$ cat config.mk
export PLATFORM = sky130hd
export DESIGN_NAME = riscv_master_port
export DESIGN_NICKNAME = d
export VERILOG_FILES = /design/src/rtl/riscv_master_port_pkg.sv /design/src/rtl/riscv_master_port_decoder.sv /design/src/rtl/riscv_master_port.sv
export SDC_FILE = /design/constraint.sdc
export NUM_CORES = 1
export LEC_CHECK = 0
export BUFFER_PORTS_ARGS = -buffer_cell sky130_fd_sc_hd__buf_2
export CAP_MARGIN = 20
export CORE_AREA = 2 2 766 768
export CTS_BUF_LIST = sky130_fd_sc_hd__clkbuf_2 sky130_fd_sc_hd__clkbuf_4 sky130_fd_sc_hd__clkbuf_8
export DETAILED_ROUTE_END_ITERATION = 16
export DIE_AREA = 0 0 768 770
export PLACE_DENSITY_LB_ADDON = 0.2
export SYNTH_ARGS = -nofsm -noshare
export SYNTH_HDL_FRONTEND = slang
export SYNTH_SLANG_ARGS = --single-unit
export TNS_END_PERCENT = 5
$ cat constraint.sdc
create_clock -name HCLK -period 5.1 [get_ports HCLK]
set_clock_uncertainty 0.1 [all_clocks]
set_input_delay 0.765 -clock HCLK [delete_from_list [all_inputs] [get_ports HCLK]]
set_output_delay 0.765 -clock HCLK [all_outputs]
set_load 0.01 [all_outputs]
$ cat src/rtl/riscv_master_port_pkg.sv
// AHB encodings and the master-port state type shared by the interconnect port logic.
package riscv_mpsoc_pkg;

    localparam logic [1:0] HTRANS_IDLE   = 2'b00;
    localparam logic [1:0] HTRANS_BUSY   = 2'b01;
    localparam logic [1:0] HTRANS_NONSEQ = 2'b10;
    localparam logic [1:0] HTRANS_SEQ    = 2'b11;

    localparam logic [2:0] HBURST_SINGLE = 3'b000;

    localparam logic HRESP_OKAY  = 1'b0;
    localparam logic HRESP_ERROR = 1'b1;

    typedef enum logic [2:0] {
        ST_IDLE       = 3'd0,
        ST_DIRECT     = 3'd1,
        ST_WAIT_GRANT = 3'd2,
        ST_ERR1       = 3'd3,
        ST_ERR2       = 3'd4
    } mst_port_state_t;

    function automatic logic is_active_trans(input logic [1:0] trans);
        return (trans == HTRANS_NONSEQ) || (trans == HTRANS_SEQ);
    endfunction

endpackage

$ cat src/rtl/riscv_master_port_decoder.sv
// Address-to-slave decode: lowest-indexed matching slave wins, miss when none match.
module riscv_master_port_decoder #(
    parameter int SLAVES = 8,
    parameter int PLEN   = 64,
    parameter int IDXW   = 3
) (
    input  logic [PLEN-1:0]   addr,
    input  logic [PLEN-1:0]   mask [SLAVES],
    input  logic [PLEN-1:0]   base [SLAVES],
    output logic [SLAVES-1:0] hit_onehot,
    output logic [IDXW-1:0]   hit_idx,
    output logic              miss
);

    localparam logic [SLAVES-1:0] SEL_LSB = SLAVES'(1'b1);

    // Scan from the top so the lowest matching index is the last one written
    always_comb begin
        hit_idx    = '0;
        miss       = 1'b1;
        hit_onehot = '0;
        for (int s = SLAVES - 1; s >= 0; s--) begin
            if ((addr & mask[s]) == (base[s] & mask[s])) begin
                hit_idx = IDXW'(s);
                miss    = 1'b0;
            end else begin
                hit_idx = hit_idx;
            end
        end
        if (miss) begin
            hit_onehot = '0;
        end else begin
            hit_onehot = SEL_LSB << hit_idx;
        end
    end

endmodule

$ cat src/rtl/riscv_master_port.sv
// Per-master AHB port: decodes to a slave port, bypasses or buffers the request
// depending on grant, and returns the data-phase response to the master.
module riscv_master_port
    import riscv_mpsoc_pkg::*;
#(
    parameter int         PLEN            = 64,
    parameter int         XLEN            = 64,
    parameter int         SLAVES          = 8,
    parameter logic [2:0] MASTER_PRIORITY = 3'd0
) (
    input  logic              HCLK,
    input  logic              HRESET,

    input  logic              mstHSEL,
    input  logic [PLEN-1:0]   mstHADDR,
    input  logic [XLEN-1:0]   mstHWDATA,
    input  logic              mstHWRITE,
    input  logic [2:0]        mstHSIZE,
    input  logic [2:0]        mstHBURST,
    input  logic [3:0]        mstHPROT,
    input  logic [1:0]        mstHTRANS,
    input  logic              mstHMASTLOCK,
    input  logic              mstHREADY,
    output logic [XLEN-1:0]   mstHRDATA,
    output logic              mstHREADYOUT,
    output logic              mstHRESP,

    input  logic [PLEN-1:0]   slvHADDR_MASK [SLAVES],
    input  logic [PLEN-1:0]   slvHADDR_BASE [SLAVES],
    output logic [2:0]        slvpriority   [SLAVES],
    output logic [SLAVES-1:0] slvHSEL,
    output logic [PLEN-1:0]   slvHADDR,
    output logic [XLEN-1:0]   slvHWDATA,
    output logic              slvHWRITE,
    output logic [2:0]        slvHSIZE,
    output logic [2:0]        slvHBURST,
    output logic [3:0]        slvHPROT,
    output logic [1:0]        slvHTRANS,
    output logic              slvHMASTLOCK,
    output logic              slvHREADY,
    input  logic [XLEN-1:0]   slvHRDATA     [SLAVES],
    input  logic [SLAVES-1:0] slvHREADYOUT,
    input  logic [SLAVES-1:0] slvHRESP,
    output logic [SLAVES-1:0] can_switch,
    input  logic [SLAVES-1:0] granted
);

    localparam int                IDXW    = (SLAVES > 1) ? $clog2(SLAVES) : 1;
    localparam logic [SLAVES-1:0] SEL_LSB = SLAVES'(1'b1);

    mst_port_state_t   state_r;
    logic [PLEN-1:0]   buf_addr_r;
    logic              buf_write_r;
    logic [2:0]        buf_size_r;
    logic [2:0]        buf_burst_r;
    logic [3:0]        buf_prot_r;
    logic [1:0]        buf_trans_r;
    logic              buf_lock_r;
    logic [IDXW-1:0]   buf_idx_r;
    logic [IDXW-1:0]   dp_idx_r;

    logic [SLAVES-1:0] dec_onehot_s;
    logic [IDXW-1:0]   dec_idx_s;
    logic              dec_miss_s;
    logic              acc_s;
    logic              waiting_s;
    logic              bypass_s;
    logic              hold_s;
    logic [SLAVES-1:0] target_s;

    riscv_master_port_decoder #(
        .SLAVES (SLAVES),
        .PLEN   (PLEN),
        .IDXW   (IDXW)
    ) u_decoder (
        .addr       (mstHADDR),
        .mask       (slvHADDR_MASK),
        .base       (slvHADDR_BASE),
        .hit_onehot (dec_onehot_s),
        .hit_idx    (dec_idx_s),
        .miss       (dec_miss_s)
    );

    assign acc_s     = mstHSEL & mstHREADY & is_active_trans(mstHTRANS);
    assign waiting_s = (state_r == ST_WAIT_GRANT);
    // The buffer is only occupied in WAIT_GRANT, so outside it the request may bypass
    assign bypass_s  = ~waiting_s & mstHSEL & ~dec_miss_s & granted[dec_idx_s];
    assign slvHWDATA = mstHWDATA;

    // Transaction FSM, data-phase slave index and ungranted-request buffer
    always_ff @(posedge HCLK) begin
        if (HRESET) begin
            state_r     <= ST_IDLE;
            dp_idx_r    <= '0;
            buf_addr_r  <= '0;
            buf_write_r <= 1'b0;
            buf_size_r  <= 3'd0;
            buf_burst_r <= HBURST_SINGLE;
            buf_prot_r  <= 4'd0;
            buf_trans_r <= HTRANS_IDLE;
            buf_lock_r  <= 1'b0;
            buf_idx_r   <= '0;
        end else begin
            case (state_r)
                ST_WAIT_GRANT: begin
                    if (granted[buf_idx_r] && slvHREADYOUT[buf_idx_r]) begin
                        state_r  <= ST_DIRECT;
                        dp_idx_r <= buf_idx_r;
                    end
                end
                ST_ERR1: state_r <= ST_ERR2;
                ST_IDLE, ST_DIRECT, ST_ERR2: begin
                    if (acc_s) begin
                        if (dec_miss_s) begin
                            state_r <= ST_ERR1;
                        end else if (granted[dec_idx_s]) begin
                            state_r  <= ST_DIRECT;
                            dp_idx_r <= dec_idx_s;
                        end else begin
                            state_r     <= ST_WAIT_GRANT;
                            buf_addr_r  <= mstHADDR;
                            buf_write_r <= mstHWRITE;
                            buf_size_r  <= mstHSIZE;
                            buf_burst_r <= mstHBURST;
                            buf_prot_r  <= mstHPROT;
                            buf_trans_r <= mstHTRANS;
                            buf_lock_r  <= mstHMASTLOCK;
                            buf_idx_r   <= dec_idx_s;
                        end
                    end else if (mstHREADY || (state_r == ST_ERR2)) begin
                        state_r <= ST_IDLE;
                    end
                end
                default: state_r <= ST_IDLE;
            endcase
        end
    end

    // Response returned to the master for the current data phase
    always_comb begin
        mstHRDATA    = '0;
        mstHREADYOUT = 1'b1;
        mstHRESP     = HRESP_OKAY;
        case (state_r)
            ST_DIRECT: begin
                mstHRDATA    = slvHRDATA[dp_idx_r];
                mstHREADYOUT = slvHREADYOUT[dp_idx_r];
                mstHRESP     = slvHRESP[dp_idx_r];
            end
            ST_WAIT_GRANT: mstHREADYOUT = 1'b0;
            ST_ERR1: begin
                mstHREADYOUT = 1'b0;
                mstHRESP     = HRESP_ERROR;
            end
            ST_ERR2:  mstHRESP = HRESP_ERROR;
            ST_IDLE:  mstHRESP = HRESP_OKAY;
            default:  mstHRESP = HRESP_OKAY;
        endcase
    end

    // Request bundle toward the slave ports: buffered request wins, else bypass
    always_comb begin
        slvHADDR     = mstHADDR;
        slvHWRITE    = mstHWRITE;
        slvHSIZE     = mstHSIZE;
        slvHBURST    = mstHBURST;
        slvHPROT     = mstHPROT;
        slvHMASTLOCK = mstHMASTLOCK;
        slvHTRANS    = HTRANS_IDLE;
        slvHSEL      = '0;
        slvHREADY    = mstHREADY;
        if (waiting_s) begin
            slvHADDR     = buf_addr_r;
            slvHWRITE    = buf_write_r;
            slvHSIZE     = buf_size_r;
            slvHBURST    = buf_burst_r;
            slvHPROT     = buf_prot_r;
            slvHMASTLOCK = buf_lock_r;
            // A burst continuation that lost arbitration restarts as a fresh transfer
            slvHTRANS    = (buf_trans_r == HTRANS_SEQ) ? HTRANS_NONSEQ : buf_trans_r;
            slvHSEL      = SEL_LSB << buf_idx_r;
            slvHREADY    = 1'b1;
        end else if (bypass_s) begin
            slvHTRANS = mstHTRANS;
            slvHSEL   = dec_onehot_s;
        end else begin
            slvHSEL = '0;
        end
    end

    // Re-arbitration hint: block the slave this master is locked/bursting/waiting on
    always_comb begin
        hold_s   = mstHMASTLOCK |
                   (mstHSEL & (mstHBURST != HBURST_SINGLE) & (mstHTRANS != HTRANS_IDLE));
        target_s = '0;
        if (waiting_s) begin
            hold_s   = 1'b1;
            target_s = SEL_LSB << buf_idx_r;
        end else if (mstHSEL && !dec_miss_s) begin
            target_s = dec_onehot_s;
        end else if (state_r == ST_DIRECT) begin
            target_s = SEL_LSB << dp_idx_r;
        end else begin
            target_s = '0;
        end
        can_switch = hold_s ? ~target_s : '1;
    end

    // Static priority presented to every slave port
    always_comb begin
        for (int s = 0; s < SLAVES; s++) begin
            slvpriority[s] = MASTER_PRIORITY;
        end
    end

endmodule

==> impl_results.md, run 1 <==
- Outcome: complete, but fails checks
- Violated checks: setup timing
- Cell area after layout: 42900 sq um
- First-pass GRT wire length: 595.6 mm
- Core Rows: 281
- CTS Sinks: 87
- Placed cell area: 40150 sq um
- Met1 Use GR: 0.1847
- Share of layout cells above drive strength 1: 0.6226
- # DRC: 0
- CP arrival: 4.67 ns
- Yosys cell types: 63
- Port bufs: 1802
- Chip Width: 768 um
- Area growth syn-to-layout: 145.5%
- YS warnings: 0
- Yosys reg bits: 87
- CTS tree: done
- Num CTS Buffers: 9
- Crit-path max FO: 5
- Tcrit/Tclk final: 1.084
- Placer congestion estimate: 0.9115
- Placed Cells: 11880
- Total GRT Usage: 0.1737
- Post-synth top area share: 0.2566
- Setup-failing EPs final: 18
- Num ports: 1955
- Vias in the first global route: 28110
- Pin count of the biggest net entering global routing: 93
- Worst Tran Pin Value: 1.132 ns
- Final Hold Viols: 0
- Final Critical Period: 5.531 ns
- Die extent in y: 770 um
- GR met2 Demand/Resource: 0.2774
- Max VDD drop: 128.1 uV
- Post-DRT Antenna Nets: 0
- Final Max Tran Viols: 0
- DR pass1 iterations: 5
- Via count: 31180
- Kind of critical path: input port to output pin
- Leak: 0.01684 uW
- Syn Area/Cell: 8.587 sq um
- Area of the multi-input gates: 14980 sq um
- CTS H-Tree Depth: 3
- Top_reg_cell synth: dfxtp_1
- Slew margin rel.: 0.2385
- Worst-path clk slew: 0.16 ns
- Critical path capture point type: output pin
- Nets: 5862
- GR Overflow Total: 0
- Hold buffer count at CTS: 0
- Max Freq: 180.8 MHz
- CTS max path bufs: 2
- Synth Instances: 2035
- Most common cell in the synthesized netlist: xor2_1
- Hpwl dp: 506.4 mm
- Routed len/inst: 42.95 um
- CP startpoint kind: input port
- Post-synthesis sequential area ratio: 0.09967
- Max Cap Violations: 0
- Class of the worst hold path: input port to register
- Root buf cell: clkbuf_8
- Core footprint: 583600 sq um
- Sequential cell area: 1749 sq um
- Largest cells by area after synthesis: xor2_1 (26%), mux4_2 (17%), a22oi_1 (11%)
- Fillcell total: 69090
- Fin Hold WS: 0.3449 ns
- Cell area after synthesis: 17470 sq um
- Req. time, crit path: 4.24 ns
- Die footprint: 591400 sq um
- Async set-or-reset flop fraction in the synthesized netlist: 0
- Met3 usage in global routing: 0.1189
- Drt total wl: 536.1 mm
- Dominant cell type by area after synthesis: xor2_1
- Vias per cell: 2.498
- Initial DRC Count: 2535
- Finished Layout Cells: 12480
- Initial antenna violation count: 911
- Post-synth EDFFs: 0
- Final worst-path setup slack: -0.4308 ns
- Initial core utilization: 0.02994
- Pwr per Cell Area: 110.3 nW/um^2
- Most frequent cells after synthesis: xor2_1 (512), a22oi_1 (256), nand2_1 (255), nand2b_1 (158), mux4_2 (133)
- Worst-Skew Late Latency: 0.55 ns
- RSZ-0062 raised after global routing: yes
- GRT busiest layer: met2
## what timing repair did
action,4_1_cts,5_1_grt
pin swaps,50,31
setup buffers,41,6
endpoints found under the setup margin,102,38
resized for setup,136,20
## where the power goes
part           total (uW)  leakage (uW)  internal [uW]  switching (uW)
sequential            688      0.000702            680            7.95
combinational        3280        0.0160           1360            1910
clock                 769      0.000110            277             492
## kinds of logic (layout without fill, tap and decap cells)
| group | after synthesis | in the layout | synth area share |
|---|---|---|---|
| compound gates | 385 | 385 | 0.1696 |
| xor+xnor | 512 | 512 | 0.2566 |
| buf+inv | 255 | 2357 | 0.08671 |
| flops | 87 | 87 | 0.09967 |
| mux | 218 | 218 | 0.2213 |
| other cells | 1 | 564 | 0.0002146 |
| simple gates | 577 | 577 | 0.1659 |
## worst paths after layout
check / start / end / slack, ns / cells after the start
min reg2reg: buf_trans_r[0] / buf_trans_r[0] / 0.38 / 2
max reg2reg: state_r[1] / buf_addr_r[54] / 2.36 / 6
min: mstHSIZE[1] / buf_size_r[1] / 0.34 / 3
max: mstHADDR[50] / slvHTRANS[0] / -0.43 / 19
## critical path: stages
cell and delay, ns:
buf_2 0.11, buf_12 0.14, buf_4 0.16, xor2_1 0.24
a22oi_1 0.34, buf_4 0.18, nand4_1 0.14, nor4_4 0.64
nand2_8 0.13, a21boi_4 0.17, buf_12 0.14, buf_4 0.13
o21a_1 0.18, o211ai_1 0.21, o211ai_2 0.21, a21oi_4 0.30
buf_6 0.15, a41o_1 0.17, buf_2 0.14
## cell type report
type | count | area share
timing repair buffer | 2335 | 0.3460
clock inverter | 6 | 0.002129
antenna | 540 | 0.03150
sequential | 87 | 0.04077
multi-input combinational | 1716 | 0.3491
inverter | 7 | 0.0006124
clock buffer | 9 | 0.002887
tap | 7782 | 0.2269
## through the flow
step / worst slack [ns] / TNS (ns) / power, uW / util
after CTS: -0.5079 / -6.948 / 4956 / 0.07092
after floorplan: 0.8997 / 0 / 1581 / -
after global placement: -2.098 / -151.53 / 4017 / 0.06867
after detailed placement: -1.939 / -145.45 / 4009 / 0.06879
after global routing: -0.5458 / -7.912 / 5019 / 0.07191
final: -0.4308 / -5.793 / 4734 / 0.07351
## cells in the final DEF (no fill, tap or decap), drive strengths merged, types with 6 or more instances in the layout
cell    count
a21oi      11
a22o       64
a22oi     256
and2        6
buf      2335
clkbuf      9
conb       24
dfxtp      87
diode     540
inv        10
mux2i      81
mux4      133
nand2     257
nand2b    158
nand3      14
nand4      68
nor2       29
nor3        9
nor4       19
o211ai      7
o21ai      19
xor2      512
## flip-flops by register name, indices dropped and copies added, names as in the netlist
| signal | flops |
|---|---|
| dp_idx_r | 3 |
| buf_write_r | 1 |
| buf_trans_r | 2 |
| buf_addr_r | 64 |
| buf_burst_r | 3 |
| buf_idx_r | 3 |
| buf_size_r | 3 |
| buf_prot_r | 4 |
| state_r | 3 |
| buf_lock_r | 1 |
## per-layer routing
layer | wire [um] | vias to the layer above | share of wire
met3 | 80410 | 1395 | 0.15
met4 | 21220 | 466 | 0.040
li1 | - | 12200 | -
met5 | 3046 | - | 0.0057
met1 | 195400 | 14460 | 0.36
met2 | 236000 | 2660 | 0.44
No activity file was read; power rests on OpenSTA's default activity.
==> run 2, diff against run 1 <==
CORE_AREA = 2 2 757 759   (was 2 2 766 768)
DIE_AREA = 0 0 759 761   (was 0 0 768 770)
SYNTH_HIERARCHICAL = 1   (was default)
==> run 2 against run 1 <==
Compared with the run above: the flow still finishes with violations (setup timing); synthesized cell count shrank 1.9%; critical path type is now input port to register; flip-flop and latch count is the same; largest power group unchanged; largest cell class unchanged; maximum frequency shrank 1.2%; power shrank 1.3%.
==> impl_results.md, run 2 <==
- Outcome: complete, but fails checks (unchanged)
- Violated checks: setup timing (unchanged)
- Worst r2r dst: dp_idx_r[0] (was buf_addr_r[54])
- Sequential cell area: 1754 sq um (was 1749 sq um)
- Critical-path top delay cell: nor4_4 (unchanged)
- CP startpoint kind: input port (unchanged)
- CTS tree: done (unchanged)
- Final worst-path setup slack: -0.4980 ns (was -0.4308 ns)
- FF-to-FF setup slack: 2.29 ns (was 2.36 ns)
- Cell area after synthesis: 17050 sq um (was 17470 sq um)
- Max VDD drop: 149.6 uV (was 128.1 uV)
- Int Power: 2176 uW (was 2320 uW)
- Commonest non-fill, non-tap cells in the layout: buf_2 (1773), xor2_1 (487), buf_4 (299) (was buf_2 (1784), xor2_1 (494), buf_4 (384))
- Core Rows: 278 (was 281)
- Die footprint: 577600 sq um (was 591400 sq um)
- Most common cell in the synthesized netlist: xor2_1 (unchanged)
- GR Overflow Total: 0 (unchanged)
- Async set-or-reset flop fraction in the synthesized netlist: 0 (unchanged)
- Clk pwr share: 0.170 (was 0.163)
- CTS max path bufs: 3 (was 2)
- Slew margin rel.: 0.2650 (was 0.2385)
- Hold buffer count at CTS: 0 (unchanged)
- Kind of critical path: input port to register (was input port to output pin)
- Cell area after layout: 41290 sq um (was 42900 sq um)
- Area of the multi-input gates: 14600 sq um (was 14980 sq um)
- Switching part of the total: 0.5345 (was 0.5100)
- Chip Width: 759 um (was 768 um)
- Post-Route Setup TNS: -39.58 ns (was -5.793 ns)
- Area growth syn-to-layout: 142.1% (was 145.5%)
- Critical path's largest stage delay: 0.34 ns (was 0.64 ns)
- Placed Cells: 11550 (was 11880)
- CTS Sinks: 87 (unchanged)
- Root buf cell: clkbuf_8 (unchanged)
- Worst flop-to-flop path startpoint: state_r[1] (unchanged)
- Class of the worst hold path: input port to register (unchanged)
- Largest cells by area after synthesis: xor2_1 (26%), mux4_2 (18%), a22oi_1 (11%) (was xor2_1 (26%), mux4_2 (17%), a22oi_1 (11%))
- Tcrit/Tclk final: 1.098 (was 1.084)
- RSZ-0062 raised after global routing: yes (unchanged)
- CP dominant cell by count: buf_4 (unchanged)
- Critical path capture point type: register (was output pin)
- Placed cell area: 38960 sq um (was 40150 sq um)
- CP arrival: 6.04 ns (was 4.67 ns)
- Worst Tran Pin Value: 1.102 ns (was 1.132 ns)
- Max Cap Violations: 0 (unchanged)
- YS warnings: 6 (was 0)
- Net load switching power: 2498 uW (was 2414 uW)
- Most common cell after layout, fill and taps aside: buf_2 (unchanged)
- Routed len/inst: 47.17 um (was 42.95 um)
- Final Max Tran Viols: 0 (unchanged)
- Fillcell total: 67500 (was 69090)
- Top_reg_cell synth: dfxtp_1 (unchanged)
- Worst-Skew Late Latency: 0.69 ns (was 0.55 ns)
- Sequential power share: 0.146 (was 0.145)
- Max Freq: 178.6 MHz (was 180.8 MHz)
- Largest reg by FF count: buf_addr_r (unchanged)
- Post-synthesis sequential area ratio: 0.1021 (was 0.09967)
- Port bufs: 1802 (unchanged)
- Crit-path max FO: 10 (was 5)
- Vias per cell: 2.576 (was 2.498)
- Post-synth top area share: 0.2629 (was 0.2566)
- Core footprint: 570400 sq um (was 583600 sq um)
- Worst setup endpoint: buf_addr_r[24] (was slvHTRANS[0])
- Pin count of the biggest net entering global routing: 65 (was 93)
- Yosys reg bits: 87 (unchanged)
- Post-DRT Antenna Nets: 0 (unchanged)
- Num CTS Buffers: 13 (was 9)
- Initial DRC Count: 2497 (was 2535)
- Pwr per Cell Area: 113.2 nW/um^2 (was 110.3 nW/um^2)
- Drt total wl: 565.5 mm (was 536.1 mm)
- Vias in the first global route: 27830 (was 28110)
- Largest register FFs: 64 (unchanged)
- Fin Hold WS: 0.2142 ns (was 0.3449 ns)
- Syn Area/Cell: 8.540 sq um (was 8.587 sq um)
- Die extent in y: 761 um (was 770 um)
- Num ports: 1955 (unchanged)
- Post-synth EDFFs: 0 (unchanged)
- Total GRT Usage: 0.1879 (was 0.1737)
- Final Critical Period: 5.598 ns (was 5.531 ns)
- Worst-path clk slew: 0.15 ns (was 0.16 ns)
- First-pass GRT wire length: 627.2 mm (was 595.6 mm)
- Nets: 5736 (was 5862)
- Via count: 30880 (was 31180)
- DR pass1 iterations: 7 (was 5)
- Finished Layout Cells: 11990 (was 12480)
- Initial antenna violation count: 1075 (was 911)
- Setup-failing EPs final: 99 (was 18)
- Crit path from: mstHADDR[56] (was mstHADDR[50])
- Final Hold Viols: 0 (unchanged)
- Yosys cell types: 55 (was 63)
- Req. time, crit path: 5.54 ns (was 4.24 ns)
- Final design utilization: 0.07238 (was 0.07351)
- Initial core utilization: 0.02990 (was 0.02994)
- Hpwl dp: 536.4 mm (was 506.4 mm)
- Leak: 0.01616 uW (was 0.01684 uW)
- Synth Instances: 1997 (was 2035)
- Combinational share of power: 0.684 (was 0.692)
- Most frequent cells after synthesis: xor2_1 (512), nand2_1 (265), a22oi_1 (250), nor2_1 (163), mux2i_1 (150) (was xor2_1 (512), a22oi_1 (256), nand2_1 (255), nand2b_1 (158), mux4_2 (133))
- Share of layout cells above drive strength 1: 0.6195 (was 0.6226)
- CTS H-Tree Depth: 3 (unchanged)
- Largest registers: buf_addr_r x64, buf_prot_r x4 (unchanged)
- Dominant cell type by area after synthesis: xor2_1 (unchanged)
- Reg2Reg Depth: 8 (was 6)
- Placer congestion estimate: 0.9542 (was 0.9115)
- # DRC: 0 (unchanged)
run 2: cell types whose count changed after synthesis, moves of 6 or more:
| cell | delta |
|---|---|
| a22o_1 | -58 |
| a22oi_1 | -6 |
| and2_1 | -6 |
| buf_12 | +8 |
| buf_4 | -16 |
| clkbuf_1 | +7 |
| mux2i_1 | +69 |
| nand2_1 | +10 |
| nand2b_1 | -156 |
| nor2_1 | +134 |
run 2: how the worst min path moves through the flow:
stage                              start              to  slack (ns)  depth (start not counted)
final                        mstHPROT[1]   buf_prot_r[1]        0.21                          3
after global routing         mstHPROT[3]   buf_prot_r[3]        0.16                          3
after CTS                    mstHPROT[3]   buf_prot_r[3]        0.09                          3
after detailed placement  buf_addr_r[42]  buf_addr_r[42]        0.38                          2
after global placement    buf_addr_r[33]  buf_addr_r[33]        0.38                          2
after floorplan            buf_addr_r[0]   buf_addr_r[0]        0.36                          2
run 2: worst max-delay path: cells and delay by family:
kind / cells / cell delay [ns]
AO/OA/AOI/OAI: 5 / 0.85
buffers and inverters: 19 / 2.78
AND/OR/NAND/NOR: 5 / 0.90
XOR/XNOR: 1 / 0.18
multiplexers: 2 / 0.36
run 2: kinds of logic after synthesis:
family	Yosys count	synth area share
other	1	0.0002199
buffers and inverters	251	0.09200
muxes	287	0.2670
DFF	87	0.1021
xor gates and xnor gates	512	0.2629
and+or+nand+nor	550	0.1409
AOI/OAI and AO/OA	309	0.1348
run 2: routing by layer:
| metal | track usage | wire (um) |
|---|---|---|
| met1 | 0.2100 | 213200 |
| met2 | 0.3103 | 255300 |
| met3 | 0.1082 | 74130 |
| met4 | 0.03693 | 19910 |
| met5 | 0 | 3029 |
run 2: layout make-up:
type	instances	area share
clock buffers	16	0.005182
inverters	7	0.0006363
flip-flops and latches	87	0.04248
multi-input cells	1682	0.3537
diodes	398	0.02412
clock inverters	1	0.00009091
repair buffers	2239	0.3447
well taps	7560	0.2291
run 2: power groups by stage:
stage / registers [uW] / logic, uW / clock network (uW)
2_1_floorplan: 695 / 808 / 0
3_5_place_dp: 696 / 3220 / 0
5_1_grt: 682 / 3350 / 913
4_1_cts: 681 / 3290 / 926
3_3_place_gp: 696 / 3230 / 0
6_report: 681 / 3200 / 797
run 2: timing repair:
item	CTS	global route
setup endpoints to repair	33	100
pin swaps	37	25
buffers inserted	25	3
cloned	0	3
gates resized for setup	130	46
run 2: per-stage QoR:
stage	setup WS, ns	total power (uW)
after floorplan	0.3734	1504
after global placement	-1.696	3924
after detailed placement	-1.583	3912
after CTS	-0.4916	4893
after global routing	-0.6005	4945
final	-0.4980	4674
